File: src/rtl/operand_pkg.sv
// operand_pkg: shared mode encodings and defaults for the operand multiplexer
package operand_pkg;
  typedef enum logic {MODE_DIRECT = 1'b0, MODE_RR = 1'b1} mode_e;
  localparam int DEFAULT_WIDTH = 16;
endpackage

File: src/rtl/rr_pick.sv
// rr_pick: rotate-priority encoder searching last+1, last+2, ... modulo N
module rr_pick #(
  parameter int N = 4,
  parameter int SEL_W = $clog2(N)
) (
  input  logic [N-1:0]     req,
  input  logic [SEL_W-1:0] last,
  output logic             found,
  output logic [SEL_W-1:0] idx
);
  // scan from farthest to nearest so the nearest requester after last wins
  always_comb begin
    found = 1'b0;
    idx = '0;
    for (int k = N; k >= 1; k--) begin
      if (req[(int'(last) + k) % N]) begin
        found = 1'b1;
        idx = SEL_W'((int'(last) + k) % N);
      end
    end
  end
endmodule

File: src/rtl/operand_mux_arb.sv
// operand_mux_arb: registered N-channel operand mux with directed and round-robin selection
module operand_mux_arb import operand_pkg::*; #(
  parameter int WIDTH = DEFAULT_WIDTH,
  parameter int CHANNELS = 4,
  localparam int SEL_W = $clog2(CHANNELS)
) (
  input  logic                      CLK,
  input  logic                      Reset,
  input  logic                      Mode,
  input  logic [SEL_W-1:0]          Selector,
  input  logic [CHANNELS-1:0]       InValid,
  input  logic [CHANNELS*WIDTH-1:0] InData,
  output logic [CHANNELS-1:0]       InReady,
  output logic                      OutValid,
  output logic [WIDTH-1:0]          OutData,
  input  logic                      OutReady,
  output logic [SEL_W-1:0]          Grant
);
  localparam int PAD = 1 << SEL_W;
  logic free, rr_found, dir_ok, has, accept;
  logic [SEL_W-1:0] rr_idx, cand, last;
  logic [PAD-1:0] valid_pad;
  logic [WIDTH-1:0] sel_data;

  rr_pick #(.N(CHANNELS), .SEL_W(SEL_W)) u_pick (
    .req(InValid),
    .last(last),
    .found(rr_found),
    .idx(rr_idx)
  );

  // zero padding makes an out-of-range Selector see an idle channel
  assign valid_pad = PAD'(InValid);
  assign dir_ok = valid_pad[Selector];
  assign free = !OutValid || OutReady;
  assign cand = (Mode == MODE_RR) ? rr_idx : Selector;
  assign has = (Mode == MODE_RR) ? rr_found : dir_ok;
  assign accept = free && has && !Reset;
  assign InReady = accept ? (CHANNELS'(1) << cand) : '0;

  // data mux for the chosen channel; only consumed on accept
  always_comb begin
    sel_data = '0;
    for (int i = 0; i < CHANNELS; i++)
      if (cand == SEL_W'(i)) sel_data = InData[i*WIDTH +: WIDTH];
  end

  // output stage and round-robin pointer
  always_ff @(posedge CLK) begin
    if (Reset) begin
      OutValid <= 1'b0;
      OutData <= '0;
      Grant <= '0;
      last <= SEL_W'(CHANNELS - 1);
    end else if (accept) begin
      OutValid <= 1'b1;
      OutData <= sel_data;
      Grant <= cand;
      if (Mode == MODE_RR) last <= cand;
    end else if (OutReady) begin
      OutValid <= 1'b0;
    end
  end
endmodule

File: config.mk
export PLATFORM = sky130hd
export DESIGN_NAME = operand_mux_arb
export DESIGN_NICKNAME = d
export VERILOG_FILES = /design/src/rtl/operand_pkg.sv /design/src/rtl/rr_pick.sv /design/src/rtl/operand_mux_arb.sv
export SDC_FILE = /design/constraint.sdc
export NUM_CORES = 1
export LEC_CHECK = 0
export BUFFER_PORTS_ARGS = -buffer_cell sky130_fd_sc_hd__buf_4
export CELL_PAD_IN_SITES_DETAIL_PLACEMENT = 0
export CELL_PAD_IN_SITES_GLOBAL_PLACEMENT = 1
export CORE_MARGIN = 3
export CORE_UTILIZATION = 32
export CTS_BUF_LIST = sky130_fd_sc_hd__clkbuf_8
export DETAILED_ROUTE_END_ITERATION = 12
export PLACE_DENSITY = 0.88
export SLEW_MARGIN = 25
export SYNTH_ARGS = -nofsm -noshare
export SYNTH_HDL_FRONTEND = slang
export SYNTH_SLANG_ARGS = --single-unit
File: constraint.sdc
create_clock -name CLK -period 2.2 [get_ports CLK]
set_input_delay 0.22 -clock CLK [delete_from_list [all_inputs] [get_ports CLK]]
set_output_delay 0.22 -clock CLK [all_outputs]
set_load 0.005 [all_outputs]
---- Yosys cells after proc, flatten, opt, wreduce, memory -nomap -nowiden ----
Cells that the tools add are included.
word-level totals
  input bits .............................. 74
  word-level logic and storage cells ...... 64
  register bits after elaboration ......... 21
operators by class
  muxes and demuxes ....................... 31
  eq/ne operators ......................... 3
  bitwise operators ....................... 4
  order comparisons ....................... 5
  shift-type cells ........................ 1
  reduce and logical (&&, ||, !) cells .... 12
  add/sub/neg operators ................... 4
operators with widths
  cell                                                 count
  2-to-1 mux 16 bit                                    4
  < comparator 3 x 4 -> 1 bit, second input constant   4
  2-to-1 mux 1 bit                                     16
  binary-select mux 1 bit (select 2 bit)               5
  2-to-1 mux 2 bit                                     5
  OR reduction 2 bit                                   4
  adder 2 x 1 -> 2 bit, second input constant          2
  adder 2 bit, second input constant                   2
  bitwise AND 1 bit, first input constant              4
  equality test 2 bit, second input constant           2
  2-to-1 mux 4 bit                                     1
  << shifter 1 x 2 -> 4 bit, first input constant      1
  < comparator 2 x 3 -> 1 bit, second input constant   1
  equality test 2 x 1 -> 1 bit, second input constant  1
  logical AND 1 bit                                    2
  logical NOT 1 bit                                    2
  logical NOT 2 bit                                    1
  AND reduction 2 bit                                  1
  nonzero test 2 bit                                   1
  logical OR 1 bit                                     1

---- Logic depth before layout (Yosys ltp) ----
Gate-level depths: netlist of run 1.
  depth after elaboration ................. 16
  depth in mapped cells ................... 8
  depth with buffers taken out ............ 6

---- Modules after synthesis ----
From an unflattened synthesis of run 1, not the netlist that was laid out.
second synthesis, totals
  cell total of the unflattened synthesis .. 142
  area, all modules ....................... 1,460.2 sq um
modules (own cells, without submodules)
  module           times used  cells each  area each (sq um)
  operand_mux_arb  1           128         1,368.8
  rr_pick          1           14          91.3

---- Least setup slack after synthesis of run 1 ----
No wires, ideal clock.
  kind .................................... reg-to-reg
  start ................................... register last[0]
  end ..................................... register OutData[0]
  setup slack ............................. 0.495 ns
  buffers on the path ..................... 2
  arrival time ............................ 1.638 ns
  required time ........................... 2.133 ns
  cell stages (with the launch flop) ...... 9
  cell sequence ........................... dfxtp_1 -> inv_1 -> a211o_1 -> a31oi_1 -> buf_6 -> buf_12 -> mux2i_1 -> mux2_4 -> o21ai_2
between the ends
  word-level cells in the longest chain between the ends .. 14
  elaborated cells between the ends (all ways) .. 36
ends and longest elaborated chain
  element                                              line                          text
  start, declared                                      operand_mux_arb.sv:21         logic [SEL_W-1:0] rr_idx, cand, last;
  start signal, assigned                               operand_mux_arb.sv:54         last <= SEL_W'(CHANNELS - 1);
  start signal, assigned                               operand_mux_arb.sv:59         if (Mode == MODE_RR) last <= cand;
  adder 2 x 1 -> 2 bit                                 rr_pick.sv:16, rr_pick.sv:18
  binary-select mux 1 bit (select 2 bit)               rr_pick.sv:16                 if (req[(int'(last) + k) % N]) begin
  2-to-1 mux 1 bit (implied by the code) (2 in a row)  rr_pick.sv:16
  2-to-1 mux 2 bit (4 in a row)                        rr_pick.sv:16
  2-to-1 mux 2 bit                                     operand_mux_arb.sv:36         assign cand = (Mode == MODE_RR) ? rr_idx : Selector;
  logical NOT 2 bit                                    operand_mux_arb.sv:45         if (cand == SEL_W'(i)) sel_data = InData[i*WIDTH +: WIDTH];
  2-to-1 mux 16 bit (4 in a row)                       operand_mux_arb.sv:45
  end signal, assigned                                 operand_mux_arb.sv:57         OutData <= sel_data;
  end, declared                                        operand_mux_arb.sv:15         output logic [WIDTH-1:0] OutData,
Several ways; a longest one is shown, not always the timed one. The select of a mux whose other input is x is not followed.
A chain may end at the register's enable or synchronous reset.

---- Worst setup path after layout of run 1 ----
  start ................................... register last[0]
  end ..................................... output port InReady[0]
between the ends
  word-level cells in the longest chain between the ends .. 12
  elaborated cells between the ends (all ways) .. 30
ends and longest elaborated chain
  element                                              line                          text
  adder 2 x 1 -> 2 bit                                 rr_pick.sv:16, rr_pick.sv:18
  binary-select mux 1 bit (select 2 bit)               rr_pick.sv:16
  2-to-1 mux 1 bit (implied by the code) (2 in a row)  rr_pick.sv:16
  2-to-1 mux 1 bit (4 in a row)                        rr_pick.sv:16
  2-to-1 mux 1 bit                                     operand_mux_arb.sv:37         assign has = (Mode == MODE_RR) ? rr_found : dir_ok;
  logical AND 1 bit (2 in a row)                       operand_mux_arb.sv:38         assign accept = free && has && !Reset;
  2-to-1 mux 4 bit *                                   operand_mux_arb.sv:39         assign InReady = accept ? (CHANNELS'(1) << cand) : '0;
  end, declared                                        operand_mux_arb.sv:13         output logic [CHANNELS-1:0] InReady,
Every way passes the cells marked *; elsewhere a longest branch is shown, timed or not. The select of a mux whose other input is x is not followed.

==> metrics.yaml, run 1 <==
dpl.hpwl_um: 3409
cts_root_buffer: "clkbuf_8"
cellPowerDensity_mw_per_mm2: 500.9
setup_ws_ns: 0.1800
multi_input_area_mm2: 0.001155
fin_crit_sh_pct: 91.82
path_cells: "inv_1, a211o_1, a31oi_4, buf_12, nand2_1, nor2b_1, buf_4"
vdd_drop_max_mv: 0.2485
syn_nets: 235
max_clock_freq_mhz: 495.0
cp-end-kind: "output pin"
cp.arrival_ns: 1.80
postCtsSetupRepairBufs: 0
clk_pin_slew_worst_paths_ns: 0.08
synth_top_area_share_pct: 25.44
final_cell_area_mm2: 0.002486
slowest_stage: "dfxtp_2"
start_util_pct: 34.09
critPathKind: "reg2out"
yosysWarnings: 0
postRouteWirelength_um: 4450
ios: 97
syn_to_final_growth_pct: 50.42
die-area_mm2: 0.006064
ys_ff_latch: 21
worstSetupStartpointType: "register"
drc: 0
ys_seq_area_share_pct: 25.44
tightest_slew_ns: 0.5612
p_leak_nw: 1.244
hold_viol_final: 0
synth_cells: 161
grt_overflow: 0
die_h_um: 77.87
detail_route.iter0.violations: 82
regArea_um2: 422.9
nets: 330
grt_max_degree: 23
postSynthAreaPerCell_um2: 10.27
cts_tree: "yes"
grt_pass1_vias: 1521
core_area_mm2: 0.004848
critPathTopFamily: "compound AO/OA/AOI/OAI gates"
cts_buffers: 3
cpPeakStageDelay_ns: 0.37
yosysTopAreaCell: "dfxtp_1"
clock_tree.buffer_depth: 2
synth_edf_count: 0
holdBufCountCts: 0
grt_use_total_pct: 14.17
syn_area_mm2: 0.001653
drive_gt1_share_pct: 56.08
die_x_um: 77.87
final_common_cell: "buf_4"
clock_skew_ns: 0.009993
portBuffers: 96
antenna_cells: 0
rows: 25
synth_area_leaders: "dfxtp_1 25%, mux2i_1 19%, mux2_4 11%, o21ai_2 8.5%, nand3b_1 7.3%"
final.fill_count: 470
crit_fanout: 19
required_ns: 1.98
dpl_worst_slack_ns: 0.2319
critPathBufInv: 3
rsz0062_at_grt: "false"
status: "complete, no violations"
clkSinkCount: 21
firstDrtPassIters: 4
finalWeightedCongestion: 0.8122
clock_insertion_delay_worst_skew_ns: 0.26
cp.depth: 7
holdPathStages: 3
htree_levels: 1
post_drt_wl_per_cell_um: 13.82
min_period_ns: 2.020
detail-route-antenna-nets: 0
yosysUniqueCellTypes: 34
relSlewSlack_pct: 62.10
synthFlopType: "dfxtp_1"
antenna_found_initial: 0
reg2reg_slack_ns: 0.30
placed_cell_area_mm2: 0.002407
setup_viol: 0
viasPerCell: 4.941
num_vias: 1591
max_cap_viol_count: 0
ys_async_sr_fraction_pct: 0
post-route-util_pct: 51.28
min_path_type: "in2reg"
r2r_cells: 7
slew_violations: 0
layout_common_cells: "100 x buf_4, 32 x mux2i_1, 19 x dfxtp_1"
grt_pass1_wl_um: 7072
tns_ns: 0
[layer usage]
layer  part of all wire [%]  up-vias  track usage, %  routed length [um]
li1                       -      796               -                   -
met1                     40      737           17.18                1786
met2                     53       56           24.66                2350
met3                    6.7        2           3.712                 300
met4                   0.27        0           3.559                  12
met5                      0        -               0                   0
[tightest hold or removal path: cells and delay by family]
| family | cells | cell delay (ns) |
|---|---|---|
| AOI/OAI and AO/OA | 1 | 0.07 |
| buffers and inverters | 1 | 0.07 |
| and+or+nand+nor | 1 | 0.12 |
[synth_stat cells, drive strengths merged (2+ instances only)]
cell,count
mux2i,32
dfxtp,21
o21ai,19
mux2,16
nand3b,16
buf,9
nor2,7
nand2b,6
a21oi,4
a211o,3
clkbuf,3
nand2,3
a31oi,2
inv,2
mux4,2
nor2b,2
nor3,2
or2b,2
[power by group]
| group | internal [mW] | switching (mW) | total (mW) |
|---|---|---|---|
| clock | 0.126 | 0.135 | 0.262 |
| sequential | 0.428 | 0.0265 | 0.455 |
| combinational | 0.320 | 0.208 | 0.529 |
| total | 0.875 | 0.370 | 1.25 |
[path summary, 6_finish.rpt]
kind	start	endpoint
max	last[0]	InReady[0]
max reg2reg	last[0]	OutData[1]
min reg2reg	OutData[12]	OutData[12]
min	OutReady	OutValid
[cells by family (layout without fill, tap and decap cells)]
family,count (synthesis),count (layout),share of synthesized area (%)
buffers and inverters,14,107,6.661
AOI/OAI and AO/OA,35,36,16.43
and+or+nand+nor,41,41,15.29
muxes,50,50,36.18
DFF,21,21,25.44
[flip-flops by register name, indices dropped and copies added, names as in the netlist]
name	cells
OutValid	1
last	2
Grant	2
OutData	16
[layout make-up]
class | instances | share of cell area [%]
Clock buffer | 3 | 1.661
Clock inverter | 1 | 0.2013
Inverter | 2 | 0.3020
Multi-Input combinational cell | 127 | 46.45
Sequential cell | 21 | 17.01
Tap cell | 67 | 3.372
Timing Repair Buffer | 101 | 31.00
[what timing repair did]
action | CTS | global route
gates resized for setup | 2 | 4
endpoints found under the setup margin | 3 | 3
pin swaps | 0 | 1
gates cloned | 0 | 1
hold endpoints to repair | 0 | 0
[per-stage QoR]
| step | total power, mW | hold WS [ns] | instances |
|---|---|---|---|
| 2_1_floorplan | 0.7758 | 0.4084 | 161 |
| 3_3_place_gp | 0.9745 | 0.4723 | 317 |
| 3_5_place_dp | 0.9846 | 0.4743 | 317 |
| 4_1_cts | 1.256 | 0.2595 | 321 |
| 5_1_grt | 1.328 | 0.2873 | 322 |
| 6_report | 1.245 | 0.2731 | 322 |
No activity file was read; power rests on OpenSTA's default activity.
==> run 2: changes to the inputs <==
- CORE_UTILIZATION: 32 -> 31
- PLACE_DENSITY: 0.88 -> 0.9
- RECOVER_POWER: default -> 25
- SYNTH_HIERARCHICAL: default -> 1
==> metrics.yaml, run 2 <==
clock_skew_ns: 0.002470  # -0.007523 ns
critPathBufInv: 1  # -2
setup_viol: 0  # unchanged
synth_common_cells: "21 x a21oi_1, 21 x dfxtp_1, 17 x nand3_1"
finalWeightedCongestion: 0.7564  # -6.9%
num_vias: 1526  # -4.1%
clkSinkCount: 21  # unchanged
largest_register_ffs: 16  # unchanged
ys_ff_latch: 21  # unchanged
synth_top_area_share_pct: 28.79  # +3.4 points
tightest_slew_ns: 0.7529  # +0.1917 ns
drc: 0  # unchanged
cp-end-kind: "register"
hold_viol_final: 0  # unchanged
critPathTopFamily: "multiplexers"
top_regs: "OutData: 16 flops, Grant: 2 flops, last: 2 flops"
antenna_cells: 0  # unchanged
tns_ns: 0  # unchanged
worst_hold_slack_ns: 0.2950  # +0.02185 ns
cpPeakStageDelay_ns: 0.57  # +0.20 ns
start_util_pct: 32.85  # -1.2 points
min_path_type: "in2reg"
min_period_ns: 2.101  # +0.08128 ns
nets: 311  # -5.8%
placed_cell_area_mm2: 0.002220  # -7.8%
postCtsSetupRepairBufs: 0  # unchanged
post_drt_wl_per_cell_um: 16.41  # +19%
postSynthAreaPerCell_um2: 10.28  # +0.16%
vdd_drop_max_mv: 0.1862  # -25%
synth_top_family_by_area: "multiplexers"
syn_to_final_growth_pct: 55.36
final.fill_count: 430  # -8.5%
synth_cells: 142  # -12%
firstDrtPassIters: 4  # unchanged
cts_tree: "yes"
holdBufCountCts: 0  # unchanged
ys_seq_area_share_pct: 28.79  # +3.4 points
layout_common_cells: "94 x buf_4, 21 x a21oi_1, 20 x dfxtp_1"
clk_pin_slew_worst_paths_ns: 0.08  # about the same
synth-compound-area-share_pct: 18.51  # +2.1 points
syn_nets: 216  # -8.1%
grt_use_total_pct: 16.66  # +2.5 points
setup_ws_ns: 0.09871  # -0.08128 ns
worstSetupStartpointType: "register"
cellPowerDensity_mw_per_mm2: 510.3  # +1.9%
slew_violations: 0  # unchanged
yosysWarnings: 6  # +6
max_cap_viol_count: 0  # unchanged
slowest_stage: "mux4_1"
dp_cells: 284  # -10%
dpl_worst_slack_ns: 0.09351  # -0.1384 ns
synth.area.mux_share_pct: 33.08  # -3.1 points
top_register: "OutData"
clock_tree.buffer_depth: 2  # unchanged
rows: 24  # -4.0%
postRouteWirelength_um: 4725  # +6.2%
die_x_um: 74.63  # -4.2%
grt_overflow: 0  # unchanged
relSlewSlack_pct: 49.81  # -12 points
final_common_cell: "buf_4"
p_leak_nw: 1.047  # -16%
viasPerCell: 5.299  # +7.2%
fin_crit_sh_pct: 95.51  # +3.7 points
synth_edf_count: 0  # unchanged
htree_levels: 1  # unchanged
critPathKind: "reg2reg"
die-area_mm2: 0.005570  # -8.1%
detail_route.iter0.violations: 106  # +29%
path_cells: "nand2b_1, a21oi_2, o221ai_2, mux2i_4, buf_4, mux4_1, nand3_1, a21oi_1"
detail-route-antenna-nets: 0  # unchanged
cts_root_buffer: "clkbuf_8"
synth_area_leaders: "dfxtp_1 29%, mux4_1 29%, a21oi_1 7.2%, nand3_1 5.8%, o21ai_0 5.5%"
rsz0062_at_grt: "true"
grt_max_degree: 23  # unchanged
drive_gt1_share_pct: 47.46  # -8.6 points
clock_insertion_delay_worst_skew_ns: 0.26  # about the same
syn_area_mm2: 0.001460  # -12%
antenna_found_initial: 0  # unchanged
crit_fanout: 10  # -9
synthSimpleGateAreaFrac_pct: 13.71  # -1.6 points
die_h_um: 74.63  # -4.2%
core_area_mm2: 0.004444  # -8.3%
ctsResizeCount: 0  # -2
cts_buffers: 3  # unchanged
status: "complete, no violations"
portBuffers: 96  # unchanged
final_cell_area_mm2: 0.002268  # -8.8%
yosysUniqueCellTypes: 26  # -24%
yosysTopAreaCell: "dfxtp_1"
required_ns: 2.35  # +0.37 ns
grt_pass1_wl_um: 7182  # +1.6%
synth-xor-area-share_pct: 0  # unchanged
synthFlopType: "dfxtp_1"
dpl.hpwl_um: 3817  # +12%
synthAdderAreaFrac_pct: 0  # unchanged
max_clock_freq_mhz: 475.9  # -3.9%
fin_cells: 288  # -11%
ys_async_sr_fraction_pct: 0  # unchanged
cp.arrival_ns: 2.25  # +0.45 ns
grt_pass1_vias: 1476  # -3.0%
ios: 97  # unchanged
## run 2: cell count changes after synthesis, sizes merged, moves of 2 or more
cell    previous run  this run
a21oi              4        22
clkbuf             3         5
nand2              3         5
mux4               2        16
nand3              0        17
nand3b            16         0
or2b               2         0
mux2i             32         5
mux2              16         0
a311oi             0         2
o21ai             19        16
## run 2: layer usage
layer,GRT usage [%],vias up,routed length (um)
met5,0,-,0
li1,-,749,-
met3,3.471,4,332
met2,27.12,64,2351
met4,4.743,0,41
met1,22.49,709,1999
## run 2: cell families (layout without fill, tap and decap cells)
family,after synthesis,in the layout
flip-flops,21,21
buffers and inverters,14,108
multiplexers,21,21
AND/OR/NAND/NOR,40,40
AO/OA/AOI/OAI,46,46
## run 2: through the flow
step	power, mW	utilization, %
2_1_floorplan	0.6905	-
3_3_place_gp	0.9020	49.94
3_5_place_dp	0.9107	49.94
4_1_cts	1.164	50.99
5_1_grt	1.226	51.04
6_report	1.158	51.04
## run 2: worst reg2reg max path, delay by kind of cell (launching register included)
| family | cells | cell delay (ns) |
|---|---|---|
| mux | 2 | 0.74 |
| compound gates | 3 | 0.40 |
| flops | 1 | 0.35 |
| simple gates | 2 | 0.29 |
| buf+inv | 1 | 0.21 |
## run 2: path summary, 6_finish.rpt
check | slack, ns | to | startpoint | cells past startpoint
hold reg to reg | 0.48 | OutData[2] | OutData[2] | 2
setup / recovery | 0.1 | OutData[0] | last[1] | 8
hold / removal | 0.29 | OutData[2] | Reset | 2
setup reg to reg | 0.1 | OutData[0] | last[1] | 8
## run 2: cell type report
class | instances | area [um^2] | area share, %
Clock buffer | 3 | 41.29 | 1.820
Tap cell | 52 | 65.06 | 2.868
Multi-Input combinational cell | 107 | 962.2 | 42.42
Inverter | 1 | 3.754 | 0.1655
Sequential cell | 21 | 421.7 | 18.59
Timing Repair Buffer | 103 | 769.5 | 33.92
Clock inverter | 1 | 5.005 | 0.2206
## run 2: power breakdown
part	leakage, nW	switching (mW)	total [mW]	internal, mW
registers	0.173	0.0252	0.447	0.422
logic	0.848	0.184	0.453	0.270
clock network	0.0255	0.130	0.257	0.126
